$ cat src/rtl/amp_seq_ctrl.sv
// Power-up, configuration and fault-recovery sequencer for one class-D amplifier.
// All amplifier-facing outputs are registered from the next state.
module amp_seq_ctrl #(
    parameter int unsigned ENABLE_WAIT_CYC = 1000,
    parameter int unsigned CFG_TIMEOUT_CYC = 4000,
    parameter int unsigned SETTLE_CYC      = 500,
    parameter int unsigned LOCK_STABLE_CYC = 256,
    parameter int unsigned HOLDOFF_CYC     = 2000,
    parameter int unsigned MAX_RETRY       = 3,
    parameter int unsigned TIMER_W         = 16
) (
    input  logic       clk_in,
    input  logic       reset_in,
    input  logic       audio_locked_in,
    input  logic       nerror_in,
    input  logic       config_done_in,
    input  logic       clear_in,
    output logic       nenable_out,
    output logic       nmute_out,
    output logic       send_config_out,
    output logic       fault_out,
    output logic [2:0] state_out,
    output logic [3:0] retry_cnt_out
);

    localparam longint unsigned TIMER_MAX = (64'd1 << TIMER_W) - 64'd1;

    if (ENABLE_WAIT_CYC < 1 || longint'(ENABLE_WAIT_CYC) > TIMER_MAX ||
        CFG_TIMEOUT_CYC < 1 || longint'(CFG_TIMEOUT_CYC) > TIMER_MAX ||
        SETTLE_CYC < 1      || longint'(SETTLE_CYC) > TIMER_MAX      ||
        LOCK_STABLE_CYC < 1 || longint'(LOCK_STABLE_CYC) > TIMER_MAX ||
        HOLDOFF_CYC < 1     || longint'(HOLDOFF_CYC) > TIMER_MAX     ||
        MAX_RETRY < 1       || MAX_RETRY > 15) begin : g_bad_params
        $error("amp_seq_ctrl: parameter out of range");
    end

    localparam logic [TIMER_W-1:0] ENABLE_LOAD = TIMER_W'(ENABLE_WAIT_CYC - 1);
    localparam logic [TIMER_W-1:0] CFG_LOAD    = TIMER_W'(CFG_TIMEOUT_CYC - 1);
    localparam logic [TIMER_W-1:0] SETTLE_LOAD = TIMER_W'(SETTLE_CYC - 1);
    localparam logic [TIMER_W-1:0] HOLD_LOAD   = TIMER_W'(HOLDOFF_CYC - 1);
    localparam logic [TIMER_W-1:0] LOCK_MAX    = TIMER_W'(LOCK_STABLE_CYC);
    localparam logic [3:0]         RETRY_MAX   = 4'(MAX_RETRY);

    typedef enum logic [2:0] {
        StInit       = 3'd0,
        StEnableWait = 3'd1,
        StConfig     = 3'd2,
        StSettle     = 3'd3,
        StRun        = 3'd4,
        StFaultHold  = 3'd5,
        StLockout    = 3'd6
    } state_e;

    state_e             r_state;
    state_e             w_state_d;
    logic [TIMER_W-1:0] r_timer;
    logic [TIMER_W-1:0] w_timer_d;
    logic [TIMER_W-1:0] r_lock;
    logic [TIMER_W-1:0] w_lock_d;
    logic [3:0]         r_retry;
    logic [3:0]         w_retry_d;
    logic               w_fault;
    logic               r_nenable;
    logic               r_nmute;
    logic               r_send;
    logic               r_fault;
    logic               w_nenable_d;
    logic               w_nmute_d;
    logic               w_send_d;
    logic               w_fault_d;

    always_comb begin
        w_state_d = r_state;
        w_timer_d = (r_timer != '0) ? r_timer - TIMER_W'(1) : '0;
        w_retry_d = r_retry;
        w_fault   = 1'b0;

        case (r_state)
            StInit: begin
                w_state_d = StEnableWait;
                w_timer_d = ENABLE_LOAD;
            end
            StEnableWait: begin
                w_fault = !nerror_in;
                if (r_timer == '0) begin
                    w_state_d = StConfig;
                    w_timer_d = CFG_LOAD;
                end
            end
            StConfig: begin
                w_fault = !nerror_in;
                if (config_done_in) begin
                    w_state_d = StSettle;
                    w_timer_d = SETTLE_LOAD;
                end else if (r_timer == '0) begin
                    w_fault = 1'b1;
                end
            end
            StSettle: begin
                w_fault = !nerror_in;
                if (r_timer == '0) begin
                    w_state_d = StRun;
                end
            end
            StRun: begin
                w_fault = !nerror_in;
            end
            StFaultHold: begin
                if (r_timer == '0 && nerror_in) begin
                    w_state_d = StInit;
                end
            end
            StLockout: begin
                if (clear_in) begin
                    w_state_d = StInit;
                    w_retry_d = '0;
                end
            end
            default: begin
                w_state_d = StInit;
            end
        endcase

        // A fault overrides any transition chosen above.
        if (w_fault) begin
            if (r_retry < RETRY_MAX) begin
                w_retry_d = r_retry + 4'd1;
                w_state_d = StFaultHold;
                w_timer_d = HOLD_LOAD;
            end else begin
                w_state_d = StLockout;
            end
        end
    end

    // The lock count starts on the edge that enters RUN, so the lock seen at that edge counts.
    always_comb begin
        w_lock_d = '0;
        if (w_state_d == StRun && audio_locked_in) begin
            w_lock_d = (r_lock == LOCK_MAX) ? r_lock : r_lock + TIMER_W'(1);
        end
        w_nmute_d   = (w_state_d == StRun) && audio_locked_in && (r_lock == LOCK_MAX);
        w_nenable_d = !(w_state_d inside {StEnableWait, StConfig, StSettle, StRun});
        w_send_d    = w_state_d inside {StConfig, StSettle, StRun};
        w_fault_d   = (w_state_d == StLockout);
    end

    always_ff @(posedge clk_in) begin
        if (reset_in) begin
            r_state   <= StInit;
            r_timer   <= '0;
            r_lock    <= '0;
            r_retry   <= '0;
            r_nenable <= 1'b1;
            r_nmute   <= 1'b0;
            r_send    <= 1'b0;
            r_fault   <= 1'b0;
        end else begin
            r_state   <= w_state_d;
            r_timer   <= w_timer_d;
            r_lock    <= w_lock_d;
            r_retry   <= w_retry_d;
            r_nenable <= w_nenable_d;
            r_nmute   <= w_nmute_d;
            r_send    <= w_send_d;
            r_fault   <= w_fault_d;
        end
    end

    assign nenable_out     = r_nenable;
    assign nmute_out       = r_nmute;
    assign send_config_out = r_send;
    assign fault_out       = r_fault;
    assign state_out       = r_state;
    assign retry_cnt_out   = r_retry;

endmodule

$ cat config.mk
export PLATFORM = sky130hd
export DESIGN_NAME = amp_seq_ctrl
export DESIGN_NICKNAME = d
export VERILOG_FILES = /design/src/rtl/amp_seq_ctrl.sv
export SDC_FILE = /design/constraint.sdc
export NUM_CORES = 1
export LEC_CHECK = 0
export CORE_ASPECT_RATIO = 1.2
export CORE_UTILIZATION = 45
export CTS_BUF_LIST = sky130_fd_sc_hd__clkbuf_16
export DETAILED_ROUTE_END_ITERATION = 16
export DONT_BUFFER_PORTS = 1
export GPL_TIMING_DRIVEN = 0
export SLEW_MARGIN = 30
export SYNTH_ARGS = -nofsm -noshare
export SYNTH_HDL_FRONTEND = slang
export SYNTH_SLANG_ARGS = --single-unit
$ cat constraint.sdc
create_clock -name clk_in -period 3.02 [get_ports clk_in]
set_input_delay 0.755 -clock clk_in [delete_from_list [all_inputs] [get_ports clk_in]]
set_output_delay 0.755 -clock clk_in [all_outputs]
set_load 0.02 [all_outputs]
# Yosys cells after proc, flatten, opt, wreduce, memory -nomap -nowiden

Index checks and enable logic that the tools add are counted.

Flip-flop bits (word level): 43
Input port bits: 6
Output and inout port bits: 11
Logic and storage cells: 58

$add $sub $neg: 3
Magnitude comparators: 1
Equality and inequality tests: 12
Mux-type cells: 21
Bitwise logic cells: 1
Reduce and logical (&&, ||, !) cells: 12

Operator list:

| kind                                                | number |
|---|---|
| two-way mux 16 bit                                  | 5 |
| one-hot mux 16 bit (3 select lines)                 | 1 |
| one-hot mux 3 bit (7 select lines)                  | 1 |
| two-way mux 3 bit                                   | 6 |
| adder 16 x 1 -> 16 bit (second input constant)      | 1 |
| == test 16 x 9 -> 1 bit (second input constant)     | 1 |
| logical NOT 16 bit                                  | 1 |
| two-way mux 4 bit                                   | 4 |
| nonzero test 16 bit                                 | 1 |
| subtractor 16 x 1 -> 16 bit (second input constant) | 1 |
| == test 3 bit (second input constant)               | 5 |
| == test 3 x 2 -> 1 bit (second input constant)      | 4 |
| == test 3 x 1 -> 1 bit (second input constant)      | 2 |
| adder 4 x 1 -> 4 bit (second input constant)        | 1 |
| < comparator 4 x 2 -> 1 bit (second input constant) | 1 |
| nonzero test 4 bit                                  | 1 |
| logical AND 1 bit                                   | 3 |
| logical NOT 3 bit                                   | 1 |
| nonzero test 3 bit                                  | 1 |
| OR reduction 3 bit                                  | 1 |
| logical NOT 1 bit                                   | 2 |
| two-way mux 1 bit                                   | 2 |
| two-way mux 2 bit                                   | 1 |
| one-hot mux 1 bit (2 select lines)                  | 1 |
| 2 further kinds                                     | 2 |

# Depth between registers and ports, before layout

Word-level depth: 9
Depth in mapped cells: 9
Mapped depth without buffers: 8

# Worst setup path after synthesis

OpenSTA, ideal clock, no wires.

Path kind: register to register
Start point: reg r_timer[0]
End point: reg r_nmute (netlist: nmute_out)
Setup time: 0.069 ns
Data arrival time: 2.017 ns
Data required time: 2.951 ns
Path slack: 0.933 ns
Stages on the path, launching flop included: 10
Path buffers: 1
Period minus slack after synthesis: 2.087 ns
Cell sequence: dfxtp_1 inv_1 ha_1 nor3b_2 nand4_2 o21a_1 nor4_4 nand3_2 buf_6 nor2_1

Cells in the longest elaborated chain, start to end: 8
Elaborated cells on any way between the ends: 13
Classes of those cells: eq/ne (1); mux (8); reduce/logical (4)

RTL lines:

| element                                                                                  | line    | RTL |
|---|---|---|
| start, declared                                                                          | 56      | `logic [TIMER_W-1:0] r_timer;` |
| start signal, assigned                                                                   | 160     | `r_timer <= w_timer_d;` |
| logical NOT 16 bit (*)                                                                   | n/a     |  |
| logical AND 1 bit or two-way mux 1 bit (tied branches)                                   | 109, 95 |  |
| two-way mux 3 bit or two-way mux 1 bit (tied branches)                                   | 109, 92 |  |
| one-hot mux 3 bit (7 select lines) or one-hot mux 1 bit (2 select lines) (tied branches) | 78      | `case (r_state)` |
| two-way mux 3 bit (*)                                                                    | 125     | `if (w_fault) begin` |
| == test 3 bit (*)                                                                        | 142     | `w_nmute_d = (w_state_d == StRun) && audio_locked_in && (r_lock == LOCK_MAX);` |
| logical AND 1 bit (*) (2 in a row)                                                       | 142     |  |
| end signal, assigned                                                                     | 164     | `r_nmute <= w_nmute_d;` |
| end, declared                                                                            | 64      | `logic r_nmute;` |

Every way passes the cells marked *; elsewhere a longest branch is shown, timed or not.
A chain may end at the register's enable or synchronous reset.

# Final worst setup path

Start point: reg r_timer[0]
End point: reg r_lock[12]

Cells in the longest elaborated chain, start to end: 9
Elaborated cells on any way between the ends: 14
Classes of those cells: eq/ne (1); mux (8); bitwise (1); reduce/logical (4)

RTL lines:

| element                                                                                  | line    | RTL |
|---|---|---|
| logical NOT 16 bit (*)                                                                   | n/a     |  |
| logical AND 1 bit or two-way mux 1 bit (tied branches)                                   | 109, 95 |  |
| two-way mux 3 bit or two-way mux 1 bit (tied branches)                                   | 109, 92 |  |
| one-hot mux 3 bit (7 select lines) or one-hot mux 1 bit (2 select lines) (tied branches) | 78      |  |
| two-way mux 3 bit (*)                                                                    | 125     |  |
| == test 3 bit (*)                                                                        | 139     | `if (w_state_d == StRun && audio_locked_in) begin` |
| logical AND 1 bit (*)                                                                    | 139     |  |
| NOT 1 bit (no line) (*)                                                                  | n/a     |  |
| OR reduction 2 bit (no line) (*)                                                         | n/a     |  |
| end signal, assigned                                                                     | 161     | `r_lock <= w_lock_d;` |
| end, declared                                                                            | 58      | `logic [TIMER_W-1:0] r_lock;` |

Marked as above.

==> flow_metrics.tcl <==
set metrics [dict create \
    setup_ws_ns 0.533 \
    synthXorXnorAreaFrac 0.105 \
    post-dp-hpwl_um 3260 \
    yosys_warnings 0 \
    synth_ff_type "dfxtp_1" \
    synthToLayoutAreaGrowth_pct 9.53 \
    path_buf_inv 2 \
    synth_simple_gate_area_frac 0.316 \
    gp_congestion 0.790 \
    grt_pass1_wl_um 7500 \
    crit_chain "inv_1, ha_1, nor3b_2, nand4_2, o21a_1, nor4_4, nand3_2, buf_6, nor2_1" \
    syn_area_per_cell_um2 8.37 \
    tritoncts "yes" \
    pwr-share-clk 0.317 \
    min_path_type "register to register" \
    grt-ovfl-total 0 \
    arrival_ns 2.70 \
    ctsHoldBuffers 0 \
    die_x_um 65.4 \
    slew-limit-headroom 0.591 \
    p_sw_frac 0.321 \
    portBuffers 0 \
    regArea_um2 861 \
    globalRouteTotalUtil 0.191 \
    start_util 0.472 \
    dp_slack_ns 0.564 \
    cpMaxStageDelayCell "nor4_4" \
    cap_violations 0 \
    required_ns 3.23 \
    synth_fa_ha_area_frac 0.0231 \
    fill_cells 447 \
    critPathTopFamily "simple AND/OR/NAND/NOR gates" \
    power_switching_w 0.000508 \
    crit_path_end_kind "register" \
    whs_path_depth 2 \
    cts_made_buffers 5 \
    synth_edf_count 0 \
    layout_min_cycle_time_ns 2.49 \
    clkTransAtPathRegs_ns 0.05 \
    setup_tns_ns 0 \
    drc 0 \
    grt_max_degree 13 \
    routedWlPerCell_um 13.6 \
    via_per_inst 5.45 \
    synth_nets 269 \
    syn_inst 259 \
    core-area_um2 4590 \
    p_int_w 0.00108 \
    multi_input_area_um2 1230 \
    vias 1765 \
    fin_skew_ns 0.00804 \
    synthArstFlopShare 0 \
    seq_area_frac_synth 0.397 \
    synthMuxAreaShare 0.0144 \
    ioPinCount 17 \
    mappedNetlistArea_um2 2170 \
    clock-sinks 43 \
    die_area_um2 5100 \
    fin_crit_sh 0.824 \
    clock_path_buffers 2 \
    antenna_cells 0 \
    rr_worst_depth 9 \
    grt_antenna_before_repair 0 \
    status "finished, final reports clean" \
    startpoint_type "register" \
    htreeDepth 2 \
    first_iter_violations 114 \
    hold_violations 0 \
    crit_path_max_incr_delay_ns 0.36 \
    first_global_vias 1656 \
    die_h_um 78.0 \
    setup_violations 0 \
    antenna_left 0 \
    drive_gt1_frac 0.0714 \
    ys_types 46 \
    clock_latency_ns 0.28 \
    worst-path-stages 9 \
    synth_top_family_by_area "simple AND/OR/NAND/NOR gates" \
    rows 27 \
    nets 276 \
    cts_resized 0 \
    dr.pass1.iters 4 \
    ir_worst_vdd_mv 0.244 \
    clock-root-buffer "clkbuf_16" \
    cellLeakagePower_nw 0.871 \
    criticalPathCategory "register to register" \
    powerDensity_nw_per_um2 668 \
    postCtsSetupRepairBufs 0 \
    combPwrFrac 0.241 \
    ys_seq_elements 43 \
    wl_um 4410 \
    worst_pin_slew_ns 0.608 \
    crit_fanout 10 \
    rsz0062_at_grt "false" \
    synth_compound_area_frac 0.110 \
    maxSlewViolCount 0 \
    fmax_ghz 0.402 \
    pwr-share-seq 0.442 \
]
==> synth_stat cells (all sizes together), types with 4 or more instances <==
cell type | instances | share of area
ha | 4 | 0.023
o21ai | 6 | 0.014
nor4 | 7 | 0.040
a21oi | 18 | 0.042
and2 | 4 | 0.012
nor2 | 40 | 0.069
nand3 | 12 | 0.030
clkbuf | 4 | 0.0069
nor3 | 11 | 0.025
nand2b | 6 | 0.017
and3 | 5 | 0.014
inv | 10 | 0.017
xnor2 | 11 | 0.044
xor2 | 15 | 0.061
nand2 | 25 | 0.043
dfxtp | 43 | 0.40
==> sequential cells by signal (all words and copies together) (netlist names) <==
signal           count
nenable_out          1
state_out            3
r_lock              16
nmute_out            1
r_timer             16
fault_out            1
retry_cnt_out        4
send_config_out      1
==> layer usage <==
metal / GRT usage / vias to the layer above / share of wire / wire length [um]
met1: 0.231 / 828 / 0.46 / 2020
met5: 0 / - / 0 / 0
met4: 0.0717 / 0 / 0.016 / 71
met2: 0.328 / 23 / 0.49 / 2180
met3: 0.0407 / 6 / 0.032 / 142
li1: - / 908 / - / -
==> cell families after synthesis <==
| family | Yosys count |
|---|---|
| compound gates | 39 |
| xor+xnor | 26 |
| fa+ha+maj | 4 |
| buf+inv | 17 |
| flops | 43 |
| mux | 3 |
| simple gates | 127 |
==> worst register-to-register path: stages (launching register included) <==
cell     delay [ns]
dfxtp_1        0.31
inv_1          0.09
ha_1           0.23
nor3b_2        0.35
nand4_2        0.24
o21a_1         0.30
nor4_4         0.36
nand3_2        0.24
buf_6          0.21
nor2_1         0.10
==> cell type report <==
type,count,share of cell area
multi-input combinational,199,0.520
sequential,43,0.363
clock buffer,5,0.0527
tap,58,0.0306
inverter,10,0.0158
buffer,7,0.0148
clock inverter,2,0.00369
==> power by group through the flow <==
stage | logic (W) | registers (W) | clock network, W
final | 0.000383 | 0.000701 | 0.000503
after detailed placement | 0.000382 | 0.000713 | 0
after global placement | 0.000378 | 0.000712 | 0
after floorplan | 0.000316 | 0.000699 | 0
after global routing | 0.000437 | 0.000709 | 0.000540
after CTS | 0.000384 | 0.000700 | 0.000515
==> cells in the final DEF, fill, tap and decap left out, types with 2 or more instances in the layout <==
cell type | netlist | final
o21a_1 | 2 | 2
nor4_4 | 2 | 2
xnor2_1 | 11 | 11
clkbuf_16 | 0 | 5
nor4_2 | 2 | 2
a21oi_1 | 18 | 18
and2_1 | 4 | 4
nand2_1 | 25 | 25
nand4_1 | 2 | 2
nor2b_1 | 3 | 3
o31ai_1 | 3 | 3
dfxtp_1 | 43 | 43
mux2i_1 | 2 | 2
and3_1 | 5 | 5
or3_1 | 2 | 2
nand3_1 | 11 | 11
xor2_1 | 15 | 15
nor3_1 | 11 | 11
clkbuf_1 | 4 | 4
nor3b_2 | 2 | 2
nand2b_1 | 6 | 6
o21ai_0 | 5 | 5
nor4b_1 | 3 | 3
ha_1 | 4 | 4
inv_1 | 10 | 10
a31oi_1 | 2 | 2
nor4_1 | 3 | 3
nor2_1 | 40 | 40
==> final timing paths <==
check                           from  slack, ns                      end
max            r_timer[0]$_SDFF_PP0_       0.53  r_lock[12]$_SDFFE_PP0N_
max reg2reg    r_timer[0]$_SDFF_PP0_       0.53  r_lock[12]$_SDFFE_PP0N_
min          r_lock[15]$_SDFFE_PP0N_       0.52  r_lock[15]$_SDFFE_PP0N_
min reg2reg  r_lock[15]$_SDFFE_PP0N_       0.52  r_lock[15]$_SDFFE_PP0N_
==> metrics by stage <==
stage,power [W],util,cell area (um^2),instances,hold slack [ns]
after floorplan,0.00102,-,2170,259,0.485
after detailed placement,0.00109,0.487,2240,317,0.503
after CTS,0.00160,0.517,2370,324,0.520
final,0.00159,0.517,2370,324,0.519
after global routing,0.00169,0.517,2370,324,0.546
after global placement,0.00109,0.487,2240,317,0.505
No activity file was read; power rests on OpenSTA's default activity.
